## src/rtl/mem_port_arbiter.sv

```systemverilog
// mem_port_arbiter: shares the core's single memory port between the instruction
// fetch unit (master 0) and the load/store unit (master 1). Only one access is
// outstanding at a time: IDLE -> REQ -> RESP -> IDLE.
// Optional feature macro: ARB_ROUND_ROBIN_EN. When defined, ties go to the master
// opposite the previous winner. When undefined, ties use fixed priority and the LSU wins.
// Handshake rule for every channel: a transfer happens on the rising edge where
// valid && ready are both high. The source holds valid and its payload stable until
// that edge. Ready may change freely.
module mem_port_arbiter #(
    parameter int ADDR_W = 32,
    parameter int DATA_W = 32
) (
    input  logic                clk,
    input  logic                rst,
    input  logic                m0_req_valid,
    output logic                m0_req_ready,
    input  logic [ADDR_W-1:0]   m0_req_addr,
    input  logic                m0_req_wen,
    input  logic [DATA_W-1:0]   m0_req_wdata,
    input  logic [DATA_W/8-1:0] m0_req_wmask,
    output logic                m0_resp_valid,
    input  logic                m0_resp_ready,
    input  logic                m1_req_valid,
    output logic                m1_req_ready,
    input  logic [ADDR_W-1:0]   m1_req_addr,
    input  logic                m1_req_wen,
    input  logic [DATA_W-1:0]   m1_req_wdata,
    input  logic [DATA_W/8-1:0] m1_req_wmask,
    output logic                m1_resp_valid,
    input  logic                m1_resp_ready,
    output logic [DATA_W-1:0]   m_resp_rdata,
    output logic                m_resp_err,
    output logic                s_req_valid,
    input  logic                s_req_ready,
    output logic [ADDR_W-1:0]   s_req_addr,
    output logic                s_req_wen,
    output logic [DATA_W-1:0]   s_req_wdata,
    output logic [DATA_W/8-1:0] s_req_wmask,
    input  logic                s_resp_valid,
    output logic                s_resp_ready,
    input  logic [DATA_W-1:0]   s_resp_rdata,
    input  logic                s_resp_err,
    output logic                busy,
    output logic                grant,
    output logic [1:0]          state_dbg
);

    typedef enum logic [1:0] {
        IDLE = 2'd0,
        REQ  = 2'd1,
        RESP = 2'd2
    } state_t;

    state_t              state;
    state_t              state_next;
    logic                any_req;
    logic                winner;
    logic                sel_req_valid;
    logic                sel_resp_ready;
    logic [ADDR_W-1:0]   sel_addr;
    logic                sel_wen;
    logic [DATA_W-1:0]   sel_wdata;
    logic [DATA_W/8-1:0] sel_wmask;

    assign any_req   = m0_req_valid | m1_req_valid;
    assign busy      = (state != IDLE);
    assign state_dbg = state;

    // Response payload is shared; masters qualify it with their own resp_valid.
    assign m_resp_rdata = s_resp_rdata;
    assign m_resp_err   = s_resp_err;

    // Fields of whichever master currently holds the grant.
    assign sel_req_valid  = grant ? m1_req_valid  : m0_req_valid;
    assign sel_resp_ready = grant ? m1_resp_ready : m0_resp_ready;
    assign sel_addr       = grant ? m1_req_addr   : m0_req_addr;
    assign sel_wen        = grant ? m1_req_wen    : m0_req_wen;
    assign sel_wdata      = grant ? m1_req_wdata  : m0_req_wdata;
    assign sel_wmask      = grant ? m1_req_wmask  : m0_req_wmask;

`ifdef ARB_ROUND_ROBIN_EN
    logic last_grant;

    // On a tie, pick the master that did not win the previous arbitration.
    always_comb begin
        winner = m1_req_valid;
        if (m0_req_valid && m1_req_valid) begin
            winner = ~last_grant;
        end
    end

    // Remember the winner of every arbitration. Reset value 1 hands the first tie to the IFU.
    always_ff @(posedge clk) begin
        if (rst) begin
            last_grant <= 1'b1;
        end else if (state == IDLE && any_req) begin
            last_grant <= winner;
        end
    end
`else
    // Fixed priority: the LSU wins whenever it is requesting.
    assign winner = m1_req_valid;
`endif

    // State and grant registers. Arbitration happens only in IDLE.
    always_ff @(posedge clk) begin
        if (rst) begin
            state <= IDLE;
            grant <= 1'b0;
        end else begin
            state <= state_next;
            if (state == IDLE && any_req) begin
                grant <= winner;
            end
        end
    end

    // Next state and channel routing. Handshake outputs are forced low while rst is high,
    // so an in-flight slave response is never taken during reset.
    always_comb begin
        state_next    = state;
        m0_req_ready  = 1'b0;
        m1_req_ready  = 1'b0;
        m0_resp_valid = 1'b0;
        m1_resp_valid = 1'b0;
        s_req_valid   = 1'b0;
        s_req_addr    = '0;
        s_req_wen     = 1'b0;
        s_req_wdata   = '0;
        s_req_wmask   = '0;
        s_resp_ready  = 1'b0;
        if (!rst) begin
            case (state)
                IDLE: begin
                    if (any_req) begin
                        state_next = REQ;
                    end
                end
                REQ: begin
                    s_req_valid = sel_req_valid;
                    s_req_addr  = sel_addr;
                    s_req_wen   = sel_wen;
                    s_req_wdata = sel_wdata;
                    s_req_wmask = sel_wmask;
                    if (grant) begin
                        m1_req_ready = s_req_ready;
                    end else begin
                        m0_req_ready = s_req_ready;
                    end
                    if (sel_req_valid && s_req_ready) begin
                        state_next = RESP;
                    end
                end
                RESP: begin
                    s_resp_ready = sel_resp_ready;
                    if (grant) begin
                        m1_resp_valid = s_resp_valid;
                    end else begin
                        m0_resp_valid = s_resp_valid;
                    end
                    if (s_resp_valid && sel_resp_ready) begin
                        state_next = IDLE;
                    end
                end
                default: begin
                    state_next = IDLE;
                end
            endcase
        end
    end

endmodule

```

## config.mk

```make
export PLATFORM = sky130hd
export DESIGN_NAME = mem_port_arbiter
export DESIGN_NICKNAME = d
export VERILOG_FILES = /design/src/rtl/mem_port_arbiter.sv
export SDC_FILE = /design/constraint.sdc
export NUM_CORES = 1
export LEC_CHECK = 0
export BUFFER_PORTS_ARGS = -buffer_cell sky130_fd_sc_hd__buf_2
export CORE_AREA = 5 5 109 111
export CTS_BUF_LIST = sky130_fd_sc_hd__clkbuf_4
export DETAILED_ROUTE_END_ITERATION = 16
export DIE_AREA = 0 0 114 116
export PLACE_DENSITY_LB_ADDON = 0.05
export SLEW_MARGIN = 20
export SYNTH_ARGS = -nofsm -noshare
export SYNTH_HDL_FRONTEND = slang
export SYNTH_SLANG_ARGS = --single-unit
```

## constraint.sdc

```tcl
create_clock -name clk -period 1.4 [get_ports clk]
set_clock_uncertainty 0.1 [all_clocks]
set_input_delay 0.14 -clock clk [delete_from_list [all_inputs] [get_ports clk]]
set_output_delay 0.14 -clock clk [all_outputs]
set_load 0.01 [all_outputs]
```

==> flow_metrics.tcl, run 1 <==
set metrics [dict create \
    crit_required_ns 1.16 \
    hold_viol_final 0 \
    finalCritPeriodShare 1.12 \
    p_leak_nw 1.68 \
    ys_ff_latch 3 \
    grt_usage 0.109 \
    syn_area_sq_um 1640 \
    postCtsHoldBufs 0 \
    post_drt_wl_per_cell_um 14.8 \
    fp.dieH_um 116 \
    hp-start "rst" \
    dr.pass1.iters 4 \
    ctsLongestPathBuffers 2 \
    rows 38 \
    grt_max_degree 26 \
    avgSynthCellArea_sq_um 7.68 \
    n_antenna_cell 0 \
    hold_depth 2 \
    tightest_slew_ns 0.175 \
    criticalPathCategory "flip-flop to output port" \
    grt_pass1_vias 2236 \
    cts_inserted_buffers 3 \
    routed_wl_um 8280 \
    final.fill_count 1175 \
    violations "negative setup slack" \
    io_buffers 224 \
    fp.dieW_um 114 \
    worst-path-buf-inv 3 \
    worst_path_max_delay_cell "dfxtp_4" \
    ys_seq_area_frac 0.0366 \
    drt-initial-drc-count 33 \
    yosysWarningCount 0 \
    via_per_inst 3.93 \
    drive_gt1_frac 0.660 \
    ant_nets 0 \
    grt_pass1_wl_um 11500 \
    setup_viol 74 \
    dieArea_sq_um 13200 \
    cts_tree "built" \
    arrival_ns 1.33 \
    r2r-start "grant" \
    fin_ws_ns -0.173 \
    synth_cells 214 \
    cp-end-kind "output port" \
    overflow 0 \
    nets 598 \
    clk_latency_ns 0.24 \
    crit_path_start_kind "flip-flop" \
    dpl_worst_slack_ns -0.00242 \
    holdPathEnd "grant" \
    worstPathCellList "buf_12, buf_16, mux2i_2, nor2_1, buf_2" \
    stdcell_count 558 \
    synth_cell_types 21 \
    place.gp.congestion 0.770 \
    core_sq_um 10700 \
    rsz0062_at_grt "true" \
    crit_family "buffers and inverters" \
    hold_path_class "input port to flip-flop" \
    cts-root-buf "clkbuf_4" \
    cp.depth 5 \
    io_pins 291 \
    cts.clk_slew.worst_paths_ns 0.04 \
    finalSetupTns_ns -9.41 \
    ff2ff_path_depth 6 \
    max-cap-violations 0 \
    place_inst 540 \
    powerDensity_nw_per_um2 447 \
    total_power_mw 1.37 \
    final.min_clock_period_ns 1.57 \
    ctsHtreeMaxLevel 1 \
    r2r_end "state_dbg[0]" \
    slew_headroom 0.880 \
    post-dp-hpwl_um 6380 \
    num_vias 2193 \
    ir_drop_v 0.000220 \
    antenna_found_initial 0 \
    area_delta_synth_final_pct 86.7 \
    max_stage_delay_ns 0.37 \
    start_util 0.154 \
    final-max-slew-violation-count 0 \
    synthesis.nets 393 \
    fmax_mhz 636 \
    rrSetupSlack_ns 0.03 \
    critPathMaxFanout 6 \
    drc 0 \
    outcome "finished, violations left" \
    cts_num_sinks 3 \
]
cells by family (layout without fill, tap and decap cells):
| family | Yosys count | count (layout) | share of synthesized area |
|---|---|---|---|
| AND/OR/NAND/NOR | 85 | 85 | 0.215 |
| multiplexers | 71 | 71 | 0.433 |
| buffers and inverters | 51 | 255 | 0.300 |
| AO/OA/AOI/OAI | 4 | 4 | 0.0160 |
| flip-flops | 3 | 3 | 0.0366 |
metal layers:
layer  vias up  track usage  part of all wire  wire length (um)
li1       1099            -                 -                 -
met1       942        0.108              0.33              2730
met2       144        0.222              0.54              4470
met3         8       0.0298              0.12              1020
met4         0       0.0285            0.0079                65
met5         -            0                 0                 0
registers in the layout (all words and copies together) (netlist names):
signal / flops
state_dbg: 2
grant: 1
metrics by stage:
stage,hold slack (ns),util,cell area (sq um)
after floorplan,0.109,-,1640
after global placement,0.180,0.242,2590
after detailed placement,0.180,0.242,2590
after CTS,0.0542,0.276,2950
after global routing,0.0717,0.287,3070
final,0.0765,0.287,3070
repair_timing:
action,CTS,global route
cloned,6,1
pin swaps,7,8
buffers inserted,6,2
gates resized for setup,29,21
endpoints found under the setup margin,75,78
cells in the mapped netlist (all sizes together):
library cell	instances	area share
o311a	1	0.0061
buf	49	0.30
nor2	74	0.17
mux2i	71	0.43
and4	1	0.0053
a21oi	1	0.0030
or3b	1	0.0053
nor3b	2	0.0091
dfxtp	3	0.037
nand3b	1	0.0046
nand2	3	0.0084
o21ai	1	0.0030
o22ai	1	0.0038
nand2b	1	0.0038
nor2b	1	0.0038
inv	2	0.0046
and3	1	0.0038
placed cells by master, fill, tap and decap left out, drive strengths merged, types with 2 or more instances in the layout:
master	netlist	routed
mux2i	71	71
nor2	74	74
buf	49	248
dfxtp	3	3
clkbuf	0	5
nand2	3	3
nor3b	2	2
inv	2	2
report_power, final:
group	internal [mW]	total (mW)	leakage (nW)	switching [mW]
clock network	0.127	0.177	0.0184	0.0507
registers	0.0925	0.106	0.0267	0.0140
logic	0.616	1.09	1.64	0.471
total	0.835	1.37	1.68	0.536
worst max-delay path by stage:
stage                from               to  slack [ns]
detailed placement  grant  s_req_wdata[14]      -0.002
global route        grant  s_req_wdata[13]       -0.25
finish              grant  s_req_wdata[13]       -0.17
floorplan           grant    s_req_addr[0]        0.12
CTS                 grant  s_req_wdata[14]       -0.18
global placement    grant  s_req_wdata[13]      -0.008
layout make-up:
type / instances / area, sq um / area share
Clock buffer: 4 / 30.0 / 0.00979
Inverter: 2 / 7.51 / 0.00245
Multi-Input combinational cell: 160 / 1200 / 0.390
Sequential cell: 3 / 71.3 / 0.0232
Tap cell: 140 / 175 / 0.0571
Timing Repair Buffer: 249 / 1590 / 0.517
No activity file was read; power rests on OpenSTA's default activity.
==> run 2, diff against run 1 <==
--- a/config.mk
+++ b/config.mk
@@ -10,6 +10,7 @@
 export CTS_BUF_LIST = sky130_fd_sc_hd__clkbuf_4
 export DETAILED_ROUTE_END_ITERATION = 16
 export DIE_AREA = 0 0 114 116
+export GPL_TIMING_DRIVEN = 0
 export PLACE_DENSITY_LB_ADDON = 0.05
 export SLEW_MARGIN = 20
 export SYNTH_ARGS = -nofsm -noshare
==> constraint.sdc (replaced) <==
create_clock -name clk -period 1.9 [get_ports clk]
set_clock_uncertainty 0.1 [all_clocks]
set_input_delay 0.19 -clock clk [delete_from_list [all_inputs] [get_ports clk]]
set_output_delay 0.19 -clock clk [all_outputs]
set_load 0.01 [all_outputs]
==> run 2 against run 1 <==
  * First-iteration DRC count increased by 39%
  * Sequential cell count unchanged
  * Hold slack got worse by 0.0054 ns
  * Register-to-register slack gained 0.71 ns
  * Critical path type unchanged
  * Highest routed layer unchanged
  * Die area unchanged
  * Via count is 7.6% higher
  * Critical endpoint is now s_req_addr[26]
  * Utilization up 0.67 points
  * Combinational power fell by 30%
  * Count of clock-buffer cells in the layout stayed put
  * The flow now finishes without violations
  * Global-route usage shrank 0.16 points
==> flow_metrics.tcl, run 2 (synthesized netlist as in run 1, its figures left out) <==
set metrics [dict create \
    outcome "completed" \
    finalSetupTns_ns 0 \
    endpoint "s_req_addr[26]" \
    hold_viol_final 0 \
    n_antenna_cell 0 \
    antenna_found_initial 0 \
    crit_start "grant" \
    dr.pass1.iters 4 \
    rsz0062_at_grt "false" \
    largest_register_ffs 2 \
    tightest_slew_ns 0.322 \
    fp.dieW_um 114 \
    p_leak_nw 1.85 \
    ff2ff_path_depth 2 \
    num_vias 2359 \
    grt_pass1_wl_um 11700 \
    place.gp.congestion 0.766 \
    r2r-start "state_dbg[0]" \
    area_delta_synth_final_pct 91.1 \
    final.min_clock_period_ns 1.73 \
    max-cap-violations 0 \
    fin_util 0.293 \
    cts_inserted_buffers 3 \
    io_pins 291 \
    via_per_inst 3.84 \
    crit_path_start_kind "flip-flop" \
    placed_cell_area_sq_um 3100 \
    grt_usage 0.108 \
    ir_drop_v 0.000234 \
    cts_num_sinks 3 \
    clk_latency_ns 0.24 \
    postCtsSetupBuffers 0 \
    core_sq_um 10700 \
    post-dp-hpwl_um 7160 \
    cp-end-kind "output port" \
    hold_path_class "input port to flip-flop" \
    nets 655 \
    post_drt_wl_per_cell_um 13.2 \
    arrival_ns 1.44 \
    slew_headroom 0.785 \
    mostFrequentLayoutCells "buf_2 (257), nor2_1 (73), mux2i_1 (71), buf_4 (34), buf_6 (8)" \
    cts-root-buf "clkbuf_4" \
    critPathMaxFanout 10 \
    criticalPathCategory "flip-flop to output port" \
    ant_nets 0 \
    io_buffers 257 \
    hp-start "rst" \
    setup_viol 0 \
    grt_max_degree 11 \
    rows 38 \
    start_util 0.154 \
    final-max-slew-violation-count 0 \
    drt-initial-drc-count 46 \
    layout_commonest_cell "buf_2" \
    crit_required_ns 1.61 \
    overflow 0 \
    place_inst 611 \
    dieArea_sq_um 13200 \
    fin_area_sq_um 3140 \
    hold_ws_ns 0.0712 \
    stdcell_count 615 \
    ctsHtreeMaxLevel 1 \
    rrSetupSlack_ns 0.74 \
    cts_tree "built" \
    drive_gt1_frac 0.657 \
    routed_wl_um 8100 \
    fmax_mhz 577 \
    powerDensity_nw_per_um2 310 \
    ctsLongestPathBuffers 2 \
    finalCritPeriodShare 0.912 \
    r2r_end "state_dbg[1]" \
    cts.clk_slew.worst_paths_ns 0.04 \
    fp.dieH_um 116 \
    grt_pass1_vias 2418 \
    drc 0 \
]
==> run 2: power breakdown <==
group          internal (mW)  total (mW)  leakage, nW  switching, mW
clock                 0.0933       0.132       0.0184         0.0387
combinational          0.426       0.765         1.80          0.339
sequential            0.0684      0.0766       0.0248        0.00818
total                  0.588       0.973         1.85          0.386
==> run 2: worst min-delay path by stage <==
| stage | to | slack (ns) | depth (start not counted) |
|---|---|---|---|
| floorplan | grant | 0.16 | 1 |
| global placement | grant | 0.32 | 2 |
| detailed placement | grant | 0.33 | 2 |
| CTS | grant | 0.06 | 2 |
| global route | grant | 0.07 | 2 |
| finish | grant | 0.07 | 2 |
==> run 2: what timing repair did <==
item / in CTS / in global routing
hold buffers: 0 / 0
setup endpoints to repair: 0 / 38
resized for setup: 0 / 1
==> run 2: area by class of cell <==
class | count | area, sq um
Clock buffer | 4 | 30.0
Buffer | 49 | 485
Inverter | 2 | 7.51
Tap cell | 140 | 175
Fill cell | 1201 | 7560
Timing Repair Buffer | 257 | 1290
Sequential cell | 3 | 60.1
Multi-Input combinational cell | 160 | 1090
==> run 2: routing by layer <==
metal,vias to the layer above,GRT usage,part of all wire
li1,1206,-,-
met1,985,0.115,0.34
met2,166,0.214,0.53
met3,2,0.0303,0.13
met4,0,0.0143,0.0031
met5,-,0,0
==> run 2: worst max-delay path, cell delays in order, from the launching register on <==
cell and delay (ns):
dfxtp_1 0.33, buf_6 0.13, buf_12 0.17, buf_12 0.15, mux2i_1 0.22, nor2_1 0.05, buf_2 0.13
==> run 2: through the flow <==
| stage | setup slack, ns | total power [mW] |
|---|---|---|
| after floorplan | 0.567 | 0.534 |
| after global placement | 0.348 | 0.852 |
| after detailed placement | 0.302 | 0.854 |
| after CTS | 0.0409 | 0.996 |
| after global routing | 0.0483 | 1.07 |
| final | 0.168 | 0.973 |
==> run 3, diff against run 2 <==
==> constraint.sdc (replaced) <==
create_clock -name clk -period 1.5 [get_ports clk]
set_clock_uncertainty 0.1 [all_clocks]
set_input_delay 0.15 -clock clk [delete_from_list [all_inputs] [get_ports clk]]
set_output_delay 0.15 -clock clk [all_outputs]
set_load 0.01 [all_outputs]
==> run 3 against run 2 <==
  * The flow now finishes with violations (negative setup slack)
  * Highest routed layer unchanged
  * Design area up 19%
  * Sequential power increased by 32%
  * Sequential cell count unchanged
  * Power up 55%
  * Clock power increased by 26%
  * Non-clock buffer count is 22 higher
  * Count of clock-buffer cells in the layout unchanged
  * Hold slack worse by 0.018 ns
==> flow_metrics.tcl, run 3 (synthesized netlist as in run 1, its figures left out) <==
set metrics [dict create \
    drt-initial-drc-count 29 \
    dpl_worst_slack_ns -0.0577 \
    finalSetupTns_ns -6.28 \
    violations "negative setup slack" \
    drc 0 \
    max-cap-violations 0 \
    hold_viol_final 0 \
    largest_register_ffs 2 \
    io_buffers 257 \
    worst-path-buf-inv 4 \
    hp-start "rst" \
    core_sq_um 10700 \
    powerDensity_nw_per_um2 403 \
    io_pins 291 \
    fin_ws_ns -0.118 \
    n_antenna_cell 0 \
    final.min_clock_period_ns 1.62 \
    criticalPathCategory "flip-flop to output port" \
    crit_path_frequent_cell "buf_12" \
    critPathMaxFanout 7 \
    dieArea_sq_um 13200 \
    post-dp-hpwl_um 7160 \
    cts_inserted_buffers 3 \
    grt_max_degree 11 \
    layout_commonest_cell "buf_2" \
    ir_drop_v 0.000312 \
    worstPathCellList "buf_12, buf_12, clkbuf_16, mux2i_1, nor2_1, buf_2" \
    fmax_mhz 618 \
    total_power_mw 1.51 \
    nets 678 \
    rsz0062_at_grt "true" \
    cp-end-kind "output port" \
    ctsLongestPathBuffers 2 \
    cts-root-buf "clkbuf_4" \
    drive_gt1_frac 0.747 \
    hold_path_class "input port to flip-flop" \
    place_inst 611 \
    holdPathEnd "grant" \
    fp.dieW_um 114 \
    place.gp.congestion 0.766 \
    stdcell_count 638 \
    dr.pass1.iters 4 \
    cts.clk_slew.worst_paths_ns 0.04 \
    p_leak_nw 2.06 \
    tightest_slew_ns 0.230 \
    postCtsHoldBufs 0 \
    slew_headroom 0.847 \
    placed_cell_area_sq_um 3100 \
    clk_latency_ns 0.24 \
    ctsHtreeMaxLevel 1 \
    rrSetupSlack_ns 0.22 \
    crit_family "buffers and inverters" \
    max_stage_delay_ns 0.36 \
    grt_pass1_vias 2532 \
    grt_pass1_wl_um 12500 \
    crit_path_start_kind "flip-flop" \
    setup_viol 74 \
    fin_area_sq_um 3750 \
    post_drt_wl_per_cell_um 13.7 \
    finalCritPeriodShare 1.08 \
    mostFrequentLayoutCells "buf_2 (251), mux2i_1 (59), nor2_1 (54), buf_4 (42), buf_6 (15)" \
    outcome "finished, violations left" \
    start_util 0.154 \
    worst_path_max_delay_cell "dfxtp_4" \
    rows 38 \
    antenna_found_initial 0 \
    r2r_end "state_dbg[1]" \
    via_per_inst 3.87 \
    ant_nets 0 \
    fp.dieH_um 116 \
    r2r-start "grant" \
    hold_ws_ns 0.0527 \
    ff2ff_path_depth 5 \
    cts_num_sinks 3 \
    hold_depth 2 \
    routed_wl_um 8740 \
    fin_util 0.351 \
    arrival_ns 1.37 \
    num_vias 2469 \
    overflow 0 \
    grt_usage 0.115 \
    crit_required_ns 1.25 \
    cts_tree "built" \
    final-max-slew-violation-count 0 \
    area_delta_synth_final_pct 128 \
]
-- run 3: how the worst max path moves through the flow --
| stage | startpoint | end | slack, ns | depth (start not counted) |
|---|---|---|---|---|
| 3_3_place_gp | state_dbg[0] | s_req_addr[31] | -0.01 | 4 |
| 3_5_place_dp | state_dbg[0] | s_req_addr[31] | -0.06 | 4 |
| 5_1_grt | grant | s_req_addr[0] | -0.22 | 6 |
| 2_1_floorplan | grant | s_req_addr[0] | 0.21 | 5 |
| 4_1_cts | grant | s_req_addr[0] | -0.21 | 7 |
| 6_report | grant | s_req_wdata[30] | -0.12 | 6 |
-- run 3: cell type report --
type	count	area [sq um]
buffer	46	463
clock buffer	4	30.0
fill	1153	6950
inverter	2	7.51
multi-input combinational	161	1290
sequential	3	68.8
tap	140	175
timing repair buffer	282	1710
-- run 3: timing repair --
item	CTS	global route
setup buffers	17	0
cloned	6	3
gates resized for setup	25	52
pin swaps	7	6
setup endpoints to repair	73	75
endpoints found under the hold margin	0	0
-- run 3: where the power goes --
| group | total, mW | internal (mW) | switching [mW] |
|---|---|---|---|
| combinational | 1.25 | 0.734 | 0.513 |
| sequential | 0.101 | 0.0865 | 0.0148 |
| clock | 0.166 | 0.118 | 0.0477 |
| total | 1.51 | 0.938 | 0.575 |
-- run 3: worst reg2reg max path: cells and delay by family, from the launching register on --
family | cells | cell delay, ns
flip-flops | 1 | 0.36
buffers and inverters | 2 | 0.31
multiplexers | 1 | 0.26
AO/OA/AOI/OAI | 1 | 0.13
AND/OR/NAND/NOR | 1 | 0.04
-- run 3: per-layer routing --
metal	part of all wire	global-route usage	up-vias
li1	-	-	1253
met1	0.34	0.124	1050
met2	0.54	0.229	164
met3	0.11	0.0303	2
met4	0.0029	0.0143	0
met5	0	0	-
